==> src/rtl/uart_program_loader.sv <==
// UART 8N1 receiver that fills a 32-byte program memory while Load is high.
// The program memory is read back through a registered port addressed by PC.
module uart_program_loader #(
    parameter int CLK_FREQ = 100000000,
    parameter int Baudrate = 9600
) (
    input  logic       Clk,
    input  logic       Reset,
    input  logic       Load,
    input  logic       RX,
    input  logic [4:0] PC,
    output logic [7:0] data_out,
    output logic       FE,
    output logic [5:0] Byte_count,
    output logic       Full
);

    localparam int          CLKS_PER_BIT = CLK_FREQ / Baudrate;
    localparam logic [15:0] BIT_LAST     = 16'(CLKS_PER_BIT - 1);
    localparam logic [15:0] HALF_LAST    = 16'(CLKS_PER_BIT / 2 - 1);
    localparam logic [5:0]  MEM_DEPTH    = 6'd32;

    typedef enum logic [2:0] {
        S_IDLE,
        S_START,
        S_DATA,
        S_STOP,
        S_WAIT_HIGH
    } state_t;

    state_t      state_reg, state_next;
    logic [15:0] cnt_reg, cnt_next;
    logic [2:0]  idx_reg, idx_next;
    logic [7:0]  shift_reg, shift_next;
    logic        rx_meta_reg, rx_sync_reg;
    logic        load_prev_reg;
    logic [5:0]  byte_count_reg;
    logic        fe_reg;
    logic [7:0]  data_out_reg;
    logic [7:0]  mem_reg [32];

    logic        byte_valid;
    logic        frame_err;
    logic        load_rise;
    logic        full;
    logic        wr_en;
    logic [31:0] wr_sel;

    assign load_rise  = Load && !load_prev_reg;
    assign full       = (byte_count_reg == MEM_DEPTH);
    // A load restart in the same cycle as a completed byte discards the byte.
    assign wr_en      = byte_valid && !full && !load_rise;

    assign data_out   = data_out_reg;
    assign FE         = fe_reg;
    assign Byte_count = byte_count_reg;
    assign Full       = full;

    // RX is asynchronous; only the second flop is ever looked at.
    always_ff @(posedge Clk) begin
        if (Reset) begin
            rx_meta_reg   <= 1'b1;
            rx_sync_reg   <= 1'b1;
            load_prev_reg <= 1'b0;
        end else begin
            rx_meta_reg   <= RX;
            rx_sync_reg   <= rx_meta_reg;
            load_prev_reg <= Load;
        end
    end

    always_ff @(posedge Clk) begin
        if (Reset) begin
            state_reg <= S_IDLE;
            cnt_reg   <= 16'd0;
            idx_reg   <= 3'd0;
            shift_reg <= 8'd0;
        end else begin
            state_reg <= state_next;
            cnt_reg   <= cnt_next;
            idx_reg   <= idx_next;
            shift_reg <= shift_next;
        end
    end

    always_comb begin
        state_next = state_reg;
        cnt_next   = cnt_reg;
        idx_next   = idx_reg;
        shift_next = shift_reg;
        byte_valid = 1'b0;
        frame_err  = 1'b0;
        if (!Load && state_reg != S_IDLE) begin
            state_next = S_IDLE;
        end else begin
            case (state_reg)
                S_IDLE: begin
                    if (Load && !rx_sync_reg) begin
                        state_next = S_START;
                        cnt_next   = 16'd0;
                    end
                end
                S_START: begin
                    if (cnt_reg == HALF_LAST) begin
                        if (!rx_sync_reg) begin
                            state_next = S_DATA;
                            cnt_next   = 16'd0;
                            idx_next   = 3'd0;
                        end else begin
                            state_next = S_IDLE;
                        end
                    end else begin
                        cnt_next = cnt_reg + 16'd1;
                    end
                end
                S_DATA: begin
                    if (cnt_reg == BIT_LAST) begin
                        cnt_next   = 16'd0;
                        shift_next = {rx_sync_reg, shift_reg[7:1]};
                        if (idx_reg == 3'd7) begin
                            state_next = S_STOP;
                        end else begin
                            idx_next = idx_reg + 3'd1;
                        end
                    end else begin
                        cnt_next = cnt_reg + 16'd1;
                    end
                end
                S_STOP: begin
                    if (cnt_reg == BIT_LAST) begin
                        cnt_next = 16'd0;
                        if (rx_sync_reg) begin
                            byte_valid = 1'b1;
                            state_next = S_IDLE;
                        end else begin
                            frame_err  = 1'b1;
                            state_next = S_WAIT_HIGH;
                        end
                    end else begin
                        cnt_next = cnt_reg + 16'd1;
                    end
                end
                S_WAIT_HIGH: begin
                    if (rx_sync_reg) begin
                        state_next = S_IDLE;
                    end
                end
                default: begin
                    state_next = S_IDLE;
                end
            endcase
        end
    end

    always_ff @(posedge Clk) begin
        if (Reset) begin
            byte_count_reg <= 6'd0;
            fe_reg         <= 1'b0;
        end else if (load_rise) begin
            byte_count_reg <= 6'd0;
            fe_reg         <= 1'b0;
        end else begin
            if (byte_valid && !full) begin
                byte_count_reg <= byte_count_reg + 6'd1;
            end
            if (frame_err) begin
                fe_reg <= 1'b1;
            end
        end
    end

    genvar gi;
    generate
        for (gi = 0; gi < 32; gi++) begin : g_wr_sel
            assign wr_sel[gi] = wr_en && (byte_count_reg[4:0] == 5'(gi));
        end
    endgenerate

    // Every entry must clear on reset, so the memory is kept in registers.
    always_ff @(posedge Clk) begin
        if (Reset) begin
            for (int i = 0; i < 32; i++) begin
                mem_reg[i] <= 8'd0;
            end
            data_out_reg <= 8'd0;
        end else begin
            for (int i = 0; i < 32; i++) begin
                if (wr_sel[i]) begin
                    mem_reg[i] <= shift_reg;
                end
            end
            data_out_reg <= mem_reg[PC];
        end
    end

endmodule

==> config.mk <==
export PLATFORM = sky130hd
export DESIGN_NAME = uart_program_loader
export DESIGN_NICKNAME = d
export VERILOG_FILES = /design/src/rtl/uart_program_loader.sv
export SDC_FILE = /design/constraint.sdc
export NUM_CORES = 1
export LEC_CHECK = 0
export BUFFER_PORTS_ARGS = -buffer_cell sky130_fd_sc_hd__buf_4
export CELL_PAD_IN_SITES_DETAIL_PLACEMENT = 0
export CELL_PAD_IN_SITES_GLOBAL_PLACEMENT = 1
export CORE_ASPECT_RATIO = 1.1
export CORE_MARGIN = 2
export CORE_UTILIZATION = 36
export CTS_BUF_LIST = sky130_fd_sc_hd__clkbuf_4 sky130_fd_sc_hd__clkbuf_8
export DETAILED_ROUTE_END_ITERATION = 10
export PLACE_DENSITY = 0.67
export SYNTH_ARGS = -nofsm -noshare
export SYNTH_HDL_FRONTEND = slang
export SYNTH_SLANG_ARGS = --single-unit
==> constraint.sdc <==
create_clock -name Clk -period 3.58 [get_ports Clk]
set_input_delay 0.537 -clock Clk [delete_from_list [all_inputs] [get_ports Clk]]
set_output_delay 0.537 -clock Clk [all_outputs]
set_load 0.005 [all_outputs]
# --- Word level (Yosys, flattened, before mapping) ---
# Memory sizes are Yosys's and may differ from the RTL's. A register that Yosys moved wholly into a read port is not among the register bits.
# Index checks and enable logic that the tools add are counted.
word_totals:
  ram_bits: 256
  out_inout_bits: 16
  n_memories: 1
  regBits: 40
  word_cells: 305
memory_table:
  columns: ["memory", "words", "width", "read_ports", "rd_clocked_by_memory_dff", "wr", "line_no", "rtl"]
  rows:
  - ["mem_reg", 32, 8, 1, 1, 32, "40", "logic [7:0] mem_reg [32];"]
op_classes:
  bitwise: 33
  muxes: 157
  eq_ne: 48
  n_addsub: 3
  reduce_logical: 54
op_table:
  columns: ["op", "n"]
  rows:
  - ["$mux 8", 32]
  - ["$mux 1", 106]
  - ["$eq 5x5->1 const B", 16]
  - ["$mux 16", 4]
  - ["$pmux 16 s3", 1]
  - ["$eq 5x4->1 const B", 8]
  - ["$logic_and 1x1->1", 37]
  - ["$mux 3", 11]
  - ["$or 1x1->1", 32]
  - ["$eq 5x3->1 const B", 4]
  - ["$add 16x1->16 const B", 1]
  - ["$eq 16x13->1 const B", 1]
  - ["$eq 16x14->1 const B", 1]
  - ["$ne 2x2->1 const B", 8]
  - ["$pmux 3 s5", 1]
  - ["$reduce_and 6->1", 2]
  - ["$eq 5x2->1 const B", 2]
  - ["$add 6x1->6 const B", 1]
  - ["$eq 3x2->1 const B", 2]
  - ["$eq 3x3->1 const B", 2]
  - ["$eq 6x6->1 const B", 1]
  - ["$pmux 3 s2", 1]
  - ["$reduce_bool 3->1", 2]
  - ["$reduce_or 2->1", 3]
  - ["other kinds (12)", 16]

# --- Depth between registers and ports, before layout ---
# Gate-level depths: netlist of run 1.
logic_depth:
  depth_word: 11
  depth_mapped: 9
  mapped_depth_nobuf: 7

# --- Least setup slack after synthesis of run 1 ---
# Ideal clock, no wire load.
synth_timing:
  kind: "reg2reg"
  from: "register byte_count_reg[0], in the netlist Byte_count[0]"
  to: "memory mem_reg[17][0] (enable)"
  t_required_ns: 3.246
  setup_ns: 0.334
  path_slack_ns: 1.055
  arrival_ns: 2.191
  period_less_slack_ns: 2.525
  stages_incl_launch_ff: 9
  cell_sequence: "dfxtp_1 inv_1 ha_1 nor2b_1 a31o_2 nor4_2 buf_4 nand4_2 nand2b_1"
synth_rtl:
  columns: ["item", "line_no", "rtl"]
  rows:
  - ["start, declared", "37", "logic [5:0] byte_count_reg;"]
  - ["start signal, assigned", "164", "byte_count_reg <= byte_count_reg + 6'd1;"]
  - ["end, declared", "40", null]

==> impl_results.md, run 1 <==
- Post-synth EDFFs: approximately 260
- Antenna cell count: 0
- Core ar.: roughly 0.036 sq mm
- Postcts setup bufs: 0
- Final-report hold violation count: 0
- Top_reg_cell synth: edfxtp_1
- VDD IR max: around 0.33 mV
- Final Max Slew Viols: 0
- Setup TNS: 0 ps
- Final cell count without fillers: approximately 1500
- H-tree depth: 2
- Syn Nets: 915
- Max-cap violations: 0
- Row cnt: 73
- Final net count: between 900 and 1000
- Number of flip-flops in the largest register: 256
- Area delta synth->final: 12.6%
- Global-route usage over all layers: between 10% and 20%
- Avg Cell Area, Syn: around 15 sq um
- Final Util: just over 40%
- Area leader, netlist: edfxtp_1
- Hold WC Path Type: primary input to flip-flop
- Number of synthesized register bits: ~300
- Global-route wire length before repair: approximately 47 mm
- Critical Path RT: approximately 3800 ps
- Num ports: 25
- Via count: around 7600
- Area taken by multi-input logic gates: between 0.004 and 0.005 sq mm
- Critical path cell sequence: inv_1 > ha_1 > nor2b_1 > a31o_2 > nor4_1 > nand2_1 > nand2b_1
- Yosys warnings: 0
- Tot Pwr: 7.39 mW
- Clock power share: between 30 and 40%
- Pwr/cell area: between 400 and 500 mW/mm^2
- Grt ovf: 0
- Worst Tran Pin Value: 902 ps
- Post-synth cell types: a little under 60
- Crit. End Element: flip-flop
- Crit path largest cell delay: about 450 ps
- Post-CTS sizing: 0
- Via density: 5.17
- Half-perimeter wire length after placement: approximately 21 mm
- WL/cell: around 21 um
- Clk slew on worst S/H paths: approximately 60 ps
- Drt initial violations: between 600 and 700
- Commonest non-fill, non-tap cell in the layout: edfxtp_1
- Fillers: between 3000 and 4000
- Relative slew slack: 39.7%
- CP Launch Type: flip-flop
- Cells after DPL: roughly 1400
- Post-CTS Hold Fix Bufs: 0
- Ys async rst share: 0%
- Net Sw Frac: between 20% and 30%
- Sequential share of power: a little over half
- Die area: around 0.038 sq mm
- Outcome: finished, final reports clean
- CTS buffer count: 50
- Final min period: between 2000 and 3000 ps
- Largest net degree at the start of global routing: 78
- Leakage: approximately 5 nW
- WHS: 147 ps
- Most frequent cells in the layout: 256 x edfxtp_1, 181 x nor2_1, 64 x mux4_2
- Die Wd: around 190 um
- Worst skew pair latency: approximately 590 ps
- Die Y: a little over 200 um
- Share of layout cells above drive strength 1: 21.0%
- NetSw: about 1.6 mW
- Initial Util: between 30% and 40%
- Logic pwr share: under 10%
- Root buf cell: clkbuf_8
- CTS Sinks: about 300
- Vias in the first global route: 7778
- Final WL: 31.0 mm
- RSZ-0062 raised after global routing: no
- Post-synthesis sequential area ratio: approximately two thirds
- CTS tree: yes
- Final setup fails: 0
- Top-area cell type share of the netlist area: 58.5%
- Max Fanout on Critical Path: 9
- Post-route ant nets: 0
- DRC: 0
- Clock Skews: ~27 ps
- Highest clock rate: approximately 340 MHz
- # port buffers: 24
- Clock Path Buffers: 3
- Internal: approximately 5.7 mW
- Critical path class: flip-flop to flip-flop
- Final period util: roughly four fifths
- RePlAce Congestion: a little over 0.8
- Top post-synthesis cells by area: edfxtp_1 59%, mux4_2 11%, dfxtp_1 7.3%
- Critical path data arrival time: about 3100 ps
- CP max-delay cell: nor4_1
- Synthesized area: approximately 0.013 sq mm
- Initial antenna violation count: 0
- Pre-antenna DRT Iters: 5
- Storage cell area: approximately 0.0086 sq mm
- Cells after Synth: approximately 900
-- power groups by stage --
stage	sequential [mW]	clock (mW)	combinational, mW
2_1_floorplan	4.08	0	0.284
6_report	4.04	2.94	0.406
4_1_cts	4.04	3.02	0.412
5_1_grt	4.05	3.15	0.437
3_5_place_dp	4.11	0	0.411
3_3_place_gp	4.11	0	0.408
-- kinds of logic (layout without fill, tap and decap cells) --
family / count (synthesis) / in the layout / synth area share, %
flip-flops: 304 / 304 / 65.8
multiplexers: 86 / 86 / 12.7
adder cells (fa/ha/maj): 9 / 9 / 0.857
XOR/XNOR: 15 / 15 / 1.00
AO/OA/AOI/OAI: 77 / 77 / 4.32
AND/OR/NAND/NOR: 336 / 336 / 13.0
buffers and inverters: 70 / 146 / 2.33
-- stage by stage --
step	instance area [sq um]	setup WS [ps]
after floorplan	13100	1050
after global placement	13800	714
after detailed placement	13800	659
after CTS	14800	640
after global routing	14800	419
final	14800	655
-- worst paths after layout --
| check | startpoint | endpoint | slack, ps | depth (start not counted) |
|---|---|---|---|---|
| worst max-delay path | Byte_count[1] | mem_reg[15][4] | 660 | 7 |
| worst min-delay path | RX | rx_meta_reg | 150 | 2 |
| worst max register to register | Byte_count[1] | mem_reg[15][4] | 660 | 7 |
| worst min register to register | rx_meta_reg | rx_sync_reg | 420 | 1 |
-- per-layer routing --
metal	vias to the layer above	track usage (%)	share of wire [%]
li1	3489	-	-
met1	3784	22.0	43
met2	210	27.4	49
met3	69	3.15	5.3
met4	0	6.33	3.1
met5	-	0	0
-- critical path: cells and delay by family (launching register included) --
kind | cells | cell delay [ps]
AO/OA/AOI/OAI | 1 | 320
buffers and inverters | 1 | 90
flip-flops | 1 | 440
AND/OR/NAND/NOR | 4 | 1490
adder cells (fa/ha/maj) | 1 | 210
-- layout make-up --
class / count / share of cell area (%)
Sequential cell: 304 / 58.5
Multi-Input combinational cell: 523 / 28.3
Clock buffer: 66 / 5.59
Tap cell: 487 / 4.12
Timing Repair Buffer: 45 / 2.37
Clock inverter: 24 / 0.914
Inverter: 11 / 0.279
-- synthesized netlist by cell type (10+ instances only) --
| cell type | number |
|---|---|
| clkbuf_1 | 33 |
| a22oi_1 | 18 |
| edfxtp_1 | 256 |
| nand2b_1 | 33 |
| and3_1 | 11 |
| inv_1 | 11 |
| buf_2 | 11 |
| a31oi_1 | 11 |
| nand3_1 | 21 |
| a21o_1 | 15 |
| nor2_1 | 181 |
| nor2b_1 | 13 |
| mux2i_1 | 20 |
| nand2_1 | 12 |
| mux4_2 | 64 |
| nor3b_1 | 10 |
| dfxtp_1 | 48 |
| xnor2_1 | 10 |
Power figures use the tool's default switching activity.
==> run 2: changes to the inputs <==
- PLACE_DENSITY: 0.67 -> 0.7
- clock period: 3.58 -> 2.4 ns (I/O delays scaled with it)
==> impl_results.md, run 2 (synthesis gave the netlist of run 1 again) <==
- Outcome: finished, final reports clean
- Logic pwr share: around 5.9%
- Max-cap violations: 0
- Clock Path Buffers: 3
- Post-route ant nets: 0
- Net Sw Frac: 21.8%
- Crit. End Element: flip-flop
- Final Max Slew Viols: 0
- Worst Tran Pin Value: ~840 ps
- Largest net degree at the start of global routing: 42
- Worst skew pair latency: approximately 580 ps
- Die Wd: approximately 190 um
- Pre-antenna DRT Iters: 5
- Row cnt: 73
- Die Y: just over 200 um
- Antenna cell count: 0
- RSZ-0062 raised after global routing: no
- Via density: approximately 5.2
- Vias in the first global route: roughly 8200
- Final cell count without fillers: 1526
- Postcts setup bufs: 0
- Final-report hold violation count: 0
- Core ar.: 0.0361 sq mm
- Clock Skews: between 20 and 25 ps
- Final net count: 1020
- Leakage: 5.24 nW
- CP max-delay cell: dfxtp_2
- Critical path cell sequence: inv_1 > ha_1 > nor2b_1 > a31o_2 > nor4_4 > buf_4 > and3_2 > a21o_2
- Initial antenna violation count: 0
- Final setup fails: 0
- Root buf cell: clkbuf_8
- Half-perimeter wire length after placement: 21.7 mm
- Num ports: 25
- VDD IR max: roughly 0.36 mV
- Via count: 7904
- Drt initial violations: about 650
- WL/cell: between 20 and 25 um
- Most frequent cells in the layout: 256 x edfxtp_1, 181 x nor2_1, 100 x buf_4
- Crit path largest cell delay: 330 ps
- Critical Path RT: about 2700 ps
- Share of layout cells above drive strength 1: just under 30%
- Grt ovf: 0
- CP Launch Type: flip-flop
- Global-route usage over all layers: 17.2%
- H-tree depth: 2
- Number of flip-flops in the largest register: 256
- Critical path class: flip-flop to flip-flop
- Sequential share of power: between 50% and 60%
- Area delta synth->final: 18.3%
- Final WL: ~32 mm
- Relative slew slack: between 40% and 50%
- Clock power share: between 40% and 50%
- Highest clock rate: around 430 MHz
- NetSw: 2.43 mW
- Global-route wire length before repair: between 40 and 50 mm
- CTS Sinks: around 300
- CTS tree: yes
- Initial Util: between 30% and 40%
- RePlAce Congestion: between 0.8 and 0.9
- Commonest non-fill, non-tap cell in the layout: edfxtp_1
- DRC: 0
- Clk slew on worst S/H paths: about 60 ps
- Internal: 8.71 mW
- # port buffers: 24
- Max Fanout on Critical Path: 8
- Pwr/cell area: 717 mW/mm^2
- Fin worst setup slack: 96.4 ps
- Cells after DPL: 1436
- Die area: between 0.03 and 0.04 sq mm
- Hold WC Path Type: primary input to flip-flop
- CTS buffer count: 50
- DP Worst Slack: -25.9 ps
- Critical path data arrival time: approximately 2600 ps
- Final min period: 2300 ps
- Final period util: 96.0%
==> run 2: cell types whose count changed in the layout (fill, tap and decap cells not counted), moves of 3 or more <==
cell,change
a21o_2,+6
nand2b_1,-10
and3_1,-3
a21o_4,+8
buf_12,+9
nand2b_2,+10
a21o_1,-14
and3_2,+3
buf_4,+56
==> run 2: cell type report <==
| type | instances | area (sq um) |
|---|---|---|
| fillers | 3257 | 20500 |
| flip-flops and latches | 304 | 8650 |
| multi-input cells | 523 | 4290 |
| repair buffers | 112 | 972 |
| clock buffers | 67 | 828 |
| well taps | 487 | 609 |
| clock inverters | 22 | 150 |
| inverters | 11 | 41.3 |
==> run 2: path summary, 6_finish.rpt <==
kind,start,end,slack [ps],cells past startpoint
worst min register to register,rx_meta_reg,rx_sync_reg,410,1
worst min-delay path,Load,load_prev_reg,60,2
worst max register to register,Byte_count[0],mem_reg[26][2],100,8
worst max-delay path,Byte_count[0],mem_reg[26][2],100,8
==> run 2: timing repair <==
| item | 4_1_cts | 5_1_grt |
|---|---|---|
| endpoints found under the hold margin | 1 | 0 |
| gates resized for setup | 8 | 27 |
| setup endpoints to repair | 64 | 180 |
| pin swaps | 0 | 0 |
| hold buffers | 1 | 0 |
| gates cloned | 0 | 0 |
==> run 2: worst max-delay path: cells and delay by family, from the launching register on <==
kind / cells / cell delay, ps
AO/OA/AOI/OAI: 2 / 530
adder cells (fa/ha/maj): 1 / 200
buffers and inverters: 2 / 230
flip-flops: 1 / 330
AND/OR/NAND/NOR: 3 / 680
==> run 2: through the flow <==
stage          cell area, sq um  power, mW  utilization [%]  TNS (ps)  hold slack, ps
2_1_floorplan             13200       6.51                -         0             389
5_1_grt                   15500       11.5             43.1         0            53.4
3_5_place_dp              14500       6.78             40.1      -433             397
4_1_cts                   15500       11.2             42.8         0            34.8
6_report                  15500       11.1             43.1         0            64.3
3_3_place_gp              14500       6.77             40.1         0             399
==> run 2: layer usage <==
| metal | up-vias | wire length (um) | global-route usage [%] |
|---|---|---|---|
| met5 | - | 0 | 0 |
| li1 | 3618 | - | - |
| met3 | 78 | 1660 | 3.26 |
| met4 | 0 | 1010 | 5.60 |
| met1 | 3988 | 13100 | 21.9 |
| met2 | 220 | 16000 | 29.5 |
==> run 2: power groups by stage <==
stage	logic [mW]	clock network [mW]	registers (mW)
final	0.653	4.47	6.02
after global routing	0.696	4.79	6.04
after CTS	0.653	4.56	6.02
after detailed placement	0.649	0	6.13
after global placement	0.641	0	6.13
after floorplan	0.424	0	6.09
